--- config.mk ---
export PLATFORM = sky130hd
export DESIGN_NAME = div32_seq
export DESIGN_NICKNAME = d
export VERILOG_FILES = /design/src/rtl/div32_seq.sv
export SDC_FILE = /design/constraint.sdc
export NUM_CORES = 1
export LEC_CHECK = 0
export CAP_MARGIN = 0
export CORE_ASPECT_RATIO = 0.75
export CORE_MARGIN = 3
export CORE_UTILIZATION = 60
export DETAILED_ROUTE_END_ITERATION = 8
export PLACE_DENSITY_LB_ADDON = 0.05
export SYNTH_ARGS = -nofsm -noshare
export SYNTH_HDL_FRONTEND = slang
export SYNTH_SLANG_ARGS = --single-unit
--- constraint.sdc ---
create_clock -name clk -period 4.3 [get_ports clk]
set_input_delay 1.29 -clock clk [delete_from_list [all_inputs] [get_ports clk]]
set_output_delay 1.29 -clock clk [all_outputs]
set_load 0.05 [all_outputs]
--- src/rtl/div32_seq.sv ---
// div32_seq: radix-2 restoring 32-bit divider, start/busy/done handshake.
// Optional signed support when DIV32_SIGNED_EN is defined.
module div32_seq #(
  parameter int WIDTH = 32
) (
  input  logic             clk,
  input  logic             rst_n,
  input  logic             start,
  input  logic             is_signed,
  input  logic [WIDTH-1:0] dividend,
  input  logic [WIDTH-1:0] divisor,
  output logic             busy,
  output logic             done,
  output logic [WIDTH-1:0] quotient,
  output logic [WIDTH-1:0] remainder,
  output logic             div_by_zero
);

  typedef enum logic [1:0] {
    IDLE,
    RUN,
    FIX
  } state_t;

  state_t state_q, state_d;

  logic [WIDTH-1:0] rem_q, rem_d;
  logic [WIDTH-1:0] quo_q, quo_d;
  logic [WIDTH-1:0] dvsr_q, dvsr_d;
  logic [WIDTH-1:0] dvnd_q, dvnd_d;
  logic [4:0]       cnt_q, cnt_d;
  logic             dz_q, dz_d;

  logic             busy_q, busy_d;
  logic             done_q, done_d;
  logic             dbz_q, dbz_d;
  logic [WIDTH-1:0] quot_q, quot_d;
  logic [WIDTH-1:0] remo_q, remo_d;

  logic [WIDTH-1:0] a_abs, b_abs;
  logic [WIDTH-1:0] q_fix, r_fix;
  logic [WIDTH:0]   rem_sh;
  logic [WIDTH+1:0] trial;
  logic             no_borrow;
  logic             accept;

  assign accept = (state_q == IDLE) && start;

`ifdef DIV32_SIGNED_EN
  logic sa, sb;
  logic qneg_q, qneg_d;
  logic rneg_q, rneg_d;

  // Magnitudes on capture, sign bookkeeping, signed result correction
  always_comb begin
    sa     = is_signed & dividend[WIDTH-1];
    sb     = is_signed & divisor[WIDTH-1];
    a_abs  = sa ? (~dividend + WIDTH'(1)) : dividend;
    b_abs  = sb ? (~divisor + WIDTH'(1)) : divisor;
    qneg_d = accept ? (sa ^ sb) : qneg_q;
    rneg_d = accept ? sa : rneg_q;
    q_fix  = qneg_q ? (~quo_q + WIDTH'(1)) : quo_q;
    r_fix  = rneg_q ? (~rem_q + WIDTH'(1)) : rem_q;
  end

  // Sign flags for the operation in flight
  always_ff @(posedge clk or negedge rst_n) begin
    if (!rst_n) begin
      qneg_q <= 1'b0;
      rneg_q <= 1'b0;
    end else begin
      qneg_q <= qneg_d;
      rneg_q <= rneg_d;
    end
  end
`else
  logic unused_is_signed;
  assign unused_is_signed = is_signed;

  // Unsigned-only build: operands and results pass straight through
  always_comb begin
    a_abs = dividend;
    b_abs = divisor;
    q_fix = quo_q;
    r_fix = rem_q;
  end
`endif

  // Trial subtract, ALU style: add inverted divisor with carry-in 1
  always_comb begin
    rem_sh    = {rem_q, quo_q[WIDTH-1]};
    trial     = {1'b0, rem_sh}
              + {1'b0, ~{1'b0, dvsr_q}}
              + {{(WIDTH+1){1'b0}}, 1'b1};
    no_borrow = trial[WIDTH+1];
  end

  // Next-state and datapath update for IDLE/RUN/FIX
  always_comb begin
    state_d = state_q;
    rem_d   = rem_q;
    quo_d   = quo_q;
    dvsr_d  = dvsr_q;
    dvnd_d  = dvnd_q;
    cnt_d   = cnt_q;
    dz_d    = dz_q;
    busy_d  = busy_q;
    done_d  = done_q;
    dbz_d   = dbz_q;
    quot_d  = quot_q;
    remo_d  = remo_q;
    unique case (state_q)
      IDLE: begin
        if (start) begin
          dvnd_d  = dividend;
          dvsr_d  = b_abs;
          quo_d   = a_abs;
          rem_d   = '0;
          cnt_d   = '0;
          dz_d    = (divisor == '0);
          busy_d  = 1'b1;
          state_d = RUN;
        end
      end
      RUN: begin
        rem_d = no_borrow ? trial[WIDTH-1:0]
                          : rem_sh[WIDTH-1:0];
        quo_d = {quo_q[WIDTH-2:0], no_borrow};
        cnt_d = cnt_q + 5'd1;
        if (cnt_q == 5'd31) begin
          state_d = FIX;
        end
      end
      FIX: begin
        // first FIX cycle registers results, second one presents done
        if (!done_q) begin
          quot_d = dz_q ? '1 : q_fix;
          remo_d = dz_q ? dvnd_q : r_fix;
          dbz_d  = dz_q;
          done_d = 1'b1;
        end else begin
          done_d  = 1'b0;
          busy_d  = 1'b0;
          state_d = IDLE;
        end
      end
      default: begin
        state_d = IDLE;
      end
    endcase
  end

  // State, datapath and output registers
  always_ff @(posedge clk or negedge rst_n) begin
    if (!rst_n) begin
      state_q <= IDLE;
      rem_q   <= '0;
      quo_q   <= '0;
      dvsr_q  <= '0;
      dvnd_q  <= '0;
      cnt_q   <= '0;
      dz_q    <= 1'b0;
      busy_q  <= 1'b0;
      done_q  <= 1'b0;
      dbz_q   <= 1'b0;
      quot_q  <= '0;
      remo_q  <= '0;
    end else begin
      state_q <= state_d;
      rem_q   <= rem_d;
      quo_q   <= quo_d;
      dvsr_q  <= dvsr_d;
      dvnd_q  <= dvnd_d;
      cnt_q   <= cnt_d;
      dz_q    <= dz_d;
      busy_q  <= busy_d;
      done_q  <= done_d;
      dbz_q   <= dbz_d;
      quot_q  <= quot_d;
      remo_q  <= remo_d;
    end
  end

  assign busy        = busy_q;
  assign done        = done_q;
  assign quotient    = quot_q;
  assign remainder   = remo_q;
  assign div_by_zero = dbz_q;

endmodule

==> metrics <==
reg-to-reg startpoint=r_fix[0]; initial antenna violation count=0; # DRC=0; diode count=0; Clock Tree Buf Depth=3; gate count after technology mapping=1115; cells on worst reg2reg path=11; clock-pin slew on the worst setup and hold paths=60 ps; vias in the first global route=8173; critical path class=reg -> reg; critical-path maximum fanout=18; FP Rows=40; port bufs=133; Critical Path AT=3900 ps; final setup fails=0; most frequent cells in the layout=nand2_1 (221), dfrtp_1 (202), clkdlybuf4s50_1 (132); DRT iter0 DRCs=571; routability cong.=0.912; Layout Nets=1319; register bit total from synthesis=203; Synth Warn #=0; Post-synth EDFFs=0; hold path cells=2; Slowest cell on crit path=o31a_2; clock sink total=203; Cell Count Post-Placement=1404; Clock Skew=11.8 ps; PwrDens=863 nW/um^2; CP Capture Point=r_fix[2]; CP max stage delay=530 ps; Starting Density=62.3%; largest net degree at the start of global routing=98; CTS Hold Bufs=0; achievable frequency=278 MHz; die width=156 microns; Post-DP HPWL=17100 microns; peak supply drop=0.570 mV; WP data required=4610 ps; Avg WL per Cell=17.3 microns; Fillers=1195; ys async rst share=100%; vias=8353; area grow syn2layout=21.3%; number of max-cap violations=0; syn nets=1218; vias per cell=5.80; Routed WL=25000 microns; core area=16300 sq um; H-tree Lvls=1; Synth Flop Type=dfrtp_1; total iterations of the first detailed-routing run=5; GR Util All Layers=27.1%; synth unique cells=53; Synth Area per Inst=9.10 sq um; clk root buf=clkbuf_16; total grt overflow=0; Slew Viols, Final=0; internal reg-to-reg setup slack=710 ps; register area share after synthesis=50.1%; setup tns final=0 ps; Worst Setup Start Kind=register; Layout Cells excl Fill=1440; commonest non-fill, non-tap cell in the layout=nand2_1; post-cts repair resize count=0; Power, Total=10.6 mW; post-synthesis cell area=10100 sq um; leakage=5.62 nW; die area=18500 sq um; Hold WC Path Type=reg -> reg; Ports=135; post-CTS setup buffers=0; unrepaired setup endpoints after global routing=no; CTS Buf Count=20; FF-to-FF End=r_fix[2]; later-pin clock latency in the skew report=500 ps; global-route wire length before repair=41200 microns; final period utilization=83.5%; Final min period=3590 ps; Worst Tran Pin Value=1210 ps; worst rel slew slack=19.3%; layout cells sized above 1=5.69%; TritonCTS clock tree=built; critical path cell sequence=ha_1, nor2b_2, o2111ai_2, a31oi_1, a221oi_2, o31a_4, o211ai_2, o31a_2, buf_4, mux2i_1, o21ai_0; Worst Setup SP=r_fix[0]; Final ANT Viol Nets=0; final hold viol count=0; hold slack=480 ps; Die Span Y=119 microns; status=finished, final reports clean; Worst setup EP type=register
-- worst max-delay path: cells and delay by family, from the launching register on --
family                     cells  cell delay [ps]
adders and majority gates      1              300
AOI/OAI and AO/OA              7             1830
muxes                          1              260
and+or+nand+nor                1              190
buffers and inverters          1              400
DFF                            1              440
-- layout make-up --
type | count | area, sq um | share of cell area (%)
Clock buffer | 27 | 598 | 4.86
Clock inverter | 9 | 100 | 0.814
Inverter | 40 | 150 | 1.22
Multi-Input combinational cell | 805 | 4650 | 37.8
Sequential cell | 203 | 5080 | 41.3
Tap cell | 210 | 263 | 2.14
Timing Repair Buffer | 146 | 1460 | 11.9
-- where the power goes --
group / total, mW / switching [mW] / internal, mW
Combinational: 5.54 / 3.22 / 2.32
Clock: 1.85 / 0.748 / 1.10
Sequential: 3.23 / 0.545 / 2.69
-- cells in the mapped netlist (5+ instances only) --
| cell | number | area, sq um |
|---|---|---|
| mux2i_1 | 59 | 591 |
| nor3_1 | 8 | 40.0 |
| nor4_1 | 8 | 50.1 |
| nand2_1 | 221 | 830 |
| nand2b_1 | 5 | 31.3 |
| o21ai_1 | 22 | 110 |
| xnor2_1 | 15 | 131 |
| nand3_1 | 40 | 200 |
| o21a_1 | 7 | 52.6 |
| xor2_1 | 11 | 96.3 |
| clkbuf_1 | 57 | 214 |
| nor2_1 | 114 | 428 |
| a22oi_1 | 31 | 233 |
| and3_1 | 7 | 43.8 |
| a21oi_1 | 93 | 465 |
| dfrtp_1 | 203 | 5080 |
| a21o_1 | 17 | 128 |
| o21ai_0 | 58 | 290 |
| ha_1 | 34 | 425 |
| inv_1 | 40 | 150 |
| nand4_1 | 9 | 56.3 |
-- stage by stage --
| step | utilization, % | area (sq um) | setup WS (ps) |
|---|---|---|---|
| after detailed placement | 71.3 | 11600 | 827 |
| after CTS | 75.6 | 12300 | 714 |
| after floorplan | - | 10100 | 1480 |
| after global routing | 75.6 | 12300 | 472 |
| final | 75.6 | 12300 | 709 |
| after global placement | 71.3 | 11600 | 917 |
-- cell families after synthesis --
logic type               Yosys count  synth area share [%]
multiplexers                      61                  6.05
AO/OA/AOI/OAI                    258                  15.5
buffers and inverters            107                  4.28
flip-flops                       203                  50.1
adder cells (fa/ha/maj)           35                  4.39
XOR/XNOR                          26                  2.25
AND/OR/NAND/NOR                  425                  17.5
-- state kept, by name, indices dropped and copies added (netlist names) --
name	flops
quotient	32
busy	1
div_by_zero	1
done	1
r_fix	32
state_q	2
cnt_q	5
dz_q	1
remainder	32
dvsr_q	32
q_fix	32
dvnd_q	32
-- routing by layer --
layer  global-route usage [%]  part of all wire (%)  vias up
li1                         -                     -     4022
met5                        0                     0        -
met4                     7.87                   2.9        0
met2                     43.5                    48      241
met3                     3.62                   5.1       50
met1                     38.8                    44     4040
-- how the worst min path moves through the flow --
stage                       endpoint  startpoint
after floorplan            dvnd_q[0]   dvnd_q[0]
after global routing      dvnd_q[31]  dvnd_q[31]
after CTS                  dvnd_q[4]   dvnd_q[4]
final                      dvnd_q[4]   dvnd_q[4]
after global placement    dvnd_q[15]  dvnd_q[15]
after detailed placement   dvnd_q[4]   dvnd_q[4]
No activity file was read; power rests on OpenSTA's default activity.
==> RTL change 1, RTL diff (same settings) <==
Put one more register stage on the output `remainder`, cleared by the reset. The value now appears one clock later. The other outputs are not delayed to match.
--- a/src/rtl/div32_seq.sv
+++ b/src/rtl/div32_seq.sv
@@ -184,7 +184,13 @@
   assign busy        = busy_q;
   assign done        = done_q;
   assign quotient    = quot_q;
-  assign remainder   = remo_q;
+  always_ff @(posedge clk or negedge rst_n) begin
+    if (!rst_n) begin
+      remainder <= '0;
+    end else begin
+      remainder <= remo_q;
+    end
+  end
   assign div_by_zero = dbz_q;
 
 endmodule
Check against the original RTL: same outputs for any inputs over 10 cycles, from zero or initial values and one cycle with rst_n low; that may be too few to reach the edited logic, so the function may still have changed.
==> RTL change 1 against the original RTL <==
Fmax up 11%; first-iteration DRC count up 28%; power up 5.7%; sequential share of layout area up 2.9 points; non-clock buffer count up 3; cell area up 8.2%; final cell count up 7.6%; worst setup slack better by 0.37 ns; sequential cell count up 32; sequential power up 11%; wire length up 13%; synthesized area up 9.1%.
==> RTL change 1: results (changes against the original RTL) <==
metric,value,unit,change
outcome,"finished, final reports clean",,unchanged
postCtsSetupBuffers,0,,unchanged
yosysWarnings,0,,unchanged
antenna_found_initial,0,,unchanged
worstHoldStart,remo_q[15],,was dvnd_q[4]
leakagePower,0.005991,uW,was 0.005617 uW
path_max_fanout,12,,was 18
clockBufferDepth,3,,unchanged
synth_nets,1288,,was 1218
h-tree-depth,1,,unchanged
drtIter0Drc,731,,was 571
grt_pass1_vias,8623,,was 8173
ys_seq_area_share,53.17,%,was 50.09%
startpoint,r_fix[23],,was r_fix[0]
drive_above_1_share,5.126,%,was 5.691%
drt_first_pass_iters,5,,unchanged
nets,1395,,was 1319
diodes,0,,unchanged
peakVddDrop,0.5351,mV,was 0.5695 mV
fillers,1301,,was 1195
tightest_slew,1.002,ns,was 1.211 ns
grt_max_degree,107,,was 98
routabilityCongestion,0.8758,,was 0.9115
port_buffers,133,,unchanged
detail_route.vias_per_cell,5.804,,was 5.801
dp_hpwl,19290,microns,was 17130 microns
synthTopCellsByArea,"dfrtp_1, nand2_1, mux2i_1, nor2_1, a21oi_1",,"was dfrtp_1, nand2_1, mux2i_1, a21oi_1, nor2_1"
async_reset_ff_share,100.0,%,unchanged
synthFlopType,dfrtp_1,,unchanged
grtUsageTotal,28.02,%,was 27.08%
skew,0.01726,ns,was 0.01180 ns
critPathTopFamily,compound AO/OA/AOI/OAI gates,,unchanged
ys_types,61,,was 53
synth_common_cells,"nand2_1, dfrtp_1, nor2_1, a21oi_1, o21ai_0",,"was nand2_1, dfrtp_1, nor2_1, a21oi_1, mux2i_1"
grt_pass1_wl,44800,microns,was 41230 microns
crit_arrival,3.60,ns,was 3.90 ns
cts_resized,0,,unchanged
cp_slowest_cell,dfrtp_1,,was o31a_2
hp-class,reg2reg,,unchanged
cts_buffers,23,,was 20
clock_latency,0.51,ns,
clk_pin_slew,0.06,ns,about the same
cpPeakStageDelay,0.46,ns,was 0.53 ns
wl_per_cell,18.24,microns,was 17.34 microns
cts-root-buf,clkbuf_16,,unchanged
## RTL change 1: changes by cell type after synthesis, moves of 5 or more
| cell | change |
|---|---|
| nor2_1 | +14 |
| buf_2 | +5 |
| a21o_1 | -7 |
| a22oi_1 | -20 |
| mux2i_1 | -5 |
| dfrtp_1 | +32 |
| clkbuf_1 | -5 |
| nand2_1 | +26 |
| or3_1 | +6 |
## RTL change 1: cell families (layout without fill, tap and decap cells)
kind of cell / Yosys count / in the layout / share of synthesized area [%]
fa+ha+maj: 35 / 35 / 4.028
flops: 235 / 235 / 53.17
compound gates: 255 / 255 / 14.00
buf+inv: 108 / 230 / 3.948
mux: 55 / 55 / 4.989
simple gates: 474 / 474 / 18.04
xor+xnor: 23 / 23 / 1.821
## RTL change 1: path summary, 6_finish.rpt
| check | slack (ns) | depth (start not counted) | to |
|---|---|---|---|
| worst max-delay path | 1.08 | 10 | r_fix[7] |
| worst min-delay path | 0.37 | 0 | remainder[15] |
| worst max register to register | 1.08 | 10 | r_fix[7] |
| worst min register to register | 0.37 | 0 | remainder[15] |
| max in group asynchronous | 2.54 | 2 | cnt_q[0] |
| min in group asynchronous | 0.76 | 1 | r_fix[10] |
## RTL change 1: cell type report
class                           count  area (sq um)  area share, %
Clock inverter                     10         103.9         0.7802
Tap cell                          242         302.8          2.275
Multi-Input combinational cell    842          4767          35.81
Sequential cell                   235          5882          44.19
Timing Repair Buffer              149          1469          11.04
Clock buffer                       30         631.9          4.747
Inverter                           41         153.9          1.156
## RTL change 1: per-layer routing
layer,wire [microns],global-route usage [%],vias up
met5,0,0,-
met1,12730,41.06,4400
met3,1677,4.388,44
li1,-,-,4252
met4,649,7.184,0
met2,13210,44.48,294
## RTL change 1: report_power, final
part | internal, uW | switching (uW)
Sequential | 3000 | 588
Clock | 1150 | 836
Combinational | 2240 | 3400
Total | 6400 | 4820
## RTL change 1: per-stage QoR
stage / power (uW) / worst slack (ns) / instances / util [%] / area (sq um)
2_1_floorplan: 7624 / 1.622 / 1185 / - / 11060
3_3_place_gp: 8954 / 0.9441 / 1509 / 70.38 / 12570
3_5_place_dp: 9123 / 0.8644 / 1509 / 70.38 / 12570
4_1_cts: 11170 / 1.116 / 1549 / 74.50 / 13310
5_1_grt: 12020 / 0.8495 / 1549 / 74.50 / 13310
6_report: 11220 / 1.079 / 1549 / 74.50 / 13310
==> RTL change 2, RTL diff (same flow settings) <==
Made on the original files. Add a define of `DIV32_SIGNED_EN`.
--- a/src/rtl/div32_seq.sv
+++ b/src/rtl/div32_seq.sv
@@ -1,5 +1,7 @@
 // div32_seq: radix-2 restoring 32-bit divider, start/busy/done handshake.
 // Optional signed support when DIV32_SIGNED_EN is defined.
+`define DIV32_SIGNED_EN
+
 module div32_seq #(
   parameter int WIDTH = 32
 ) (
Function: no difference found for any inputs over 10 cycles, from zero or initial values and one cycle with rst_n low; that may be too few to reach the edited logic, so the function may still have changed.
==> RTL change 2 against the original RTL <==
Worst setup slack worse by 0.20 ns; clock power is 13% higher; final cell count is 31% higher; die area is 22% higher; register-to-register slack better by 0.14 ns; synthesized area is 23% higher; wire length is 45% higher; combinational power is 16% higher; first-iteration DRC count is 110% higher; sequential cell count is 2 higher; hold slack worse by 0.0072 ns; highest routed layer is now met5; power is 14% higher; cell area is 21% higher.
==> RTL change 2: results (changes against the original RTL) <==
metric,value,unit,change
cts-root-buf,clkbuf_16,,unchanged
vias,11577,,was 8353
p_sw,5526,uW,was 4516 uW
drive_above_1_share,5.250,%,was 5.691%
synth_mux_area_share,1.681,%,was 6.046%
ys_types,63,,was 53
synth_compound_area_share,21.47,%,was 15.48%
dp_slack,0.003344,ns,was 0.8270 ns
synth_nets,1586,,was 1218
path_max_fanout,4,,was 18
grt_pass1_vias,10565,,was 8173
drtIter0Drc,1191,,was 571
outcome,"finished, final reports clean",,unchanged
clk_pin_slew,0.06,ns,about the same
port_buffers,134,,was 133
grtUsageTotal,31.08,%,was 27.08%
dp_hpwl,26370,microns,was 17130 microns
cts_buffers,22,,was 20
leakagePower,0.006388,uW,was 0.005617 uW
slew_headroom,22.16,%,was 19.28%
netlist.area_leader.share,41.02,%,was 50.09%
synthTopCellsByArea,"dfrtp_1, o21ai_0, nand2_1, xnor2_1, xor2_1",,"was dfrtp_1, nand2_1, mux2i_1, a21oi_1, nor2_1"
routed_wirelength,36090,microns,was 24970 microns
antenna_found_initial,2,,was 0
grt_pass1_wl,56810,microns,was 41230 microns
peakVddDrop,0.6014,mV,was 0.5695 mV
grt_max_degree,99,,was 98
synth_xor_xnor_area_share,10.02,%,was 2.246%
crit_arrival,4.16,ns,was 3.90 ns
skew,0.009724,ns,was 0.01180 ns
synthAdderAreaFrac,3.962,%,was 4.392%
synth_common_cells,"nand2_1, dfrtp_1, o21ai_0, nor2_1, a21oi_1",,"was nand2_1, dfrtp_1, nor2_1, a21oi_1, mux2i_1"
-- RTL change 2: final cells by class --
class                      count  area [sq um]
multi-input combinational   1149          6933
fill                        1622          5388
sequential                   205          5130
timing repair buffer         158          1538
clock buffer                  31         675.6
tap                          282         352.8
inverter                      48         180.2
clock inverter                 9         128.9
-- RTL change 2: final timing paths --
path                                  from         end  slack [ns]  cells past startpoint
worst max register to register   rem_q[18]   rem_q[29]        0.85                      9
worst min register to register  dvnd_q[24]  dvnd_q[24]        0.47                      2
worst max-delay path            divisor[4]  dvsr_q[30]        0.51                      9
worst min-delay path            dvnd_q[24]  dvnd_q[24]        0.47                      2
min in group asynchronous            rst_n   dvsr_q[4]        0.84                      1
max in group asynchronous            rst_n   rem_q[15]        2.50                      2
-- RTL change 2: stage by stage --
step	instance area (sq um)	instances	hold slack (ns)
3_5_place_dp	14130	1842	0.4582
4_1_cts	14940	1882	0.4741
5_1_grt	14940	1882	0.4998
2_1_floorplan	12510	1479	0.4374
6_report	14940	1882	0.4732
3_3_place_gp	14130	1842	0.4565
-- RTL change 2: power by group through the flow --
stage	Clock [uW]	Sequential, uW	Combinational, uW
after CTS	2100	3520	6370
after global routing	2180	3650	7220
after detailed placement	0	3540	6310
after floorplan	0	3470	4680
final	2090	3550	6440
after global placement	0	3510	6200
-- RTL change 2: cells by family (layout without fill, tap and decap cells) --
logic type | Yosys count | count (layout)
buffers and inverters | 125 | 246
XOR/XNOR | 143 | 143
AO/OA/AOI/OAI | 441 | 441
flip-flops | 205 | 205
AND/OR/NAND/NOR | 505 | 505
multiplexers | 21 | 21
adder cells (fa/ha/maj) | 39 | 39
-- RTL change 2: per-layer routing --
metal / routed length, microns / track usage [%]
met1: 16890 / 47.95
met2: 15420 / 45.65
met3: 3074 / 6.268
met4: 680 / 6.289
met5: 27 / 0
-- RTL change 2: worst max-delay path: stages --
cell and delay [ns]:
clkdlybuf4s50_1 0.45, or4_1 0.62, nor4b_2 0.30, nand2_1 0.17
or3_1 0.46, nor3_1 0.45, a21oi_1 0.16, xnor2_1 0.15
o21ai_0 0.09
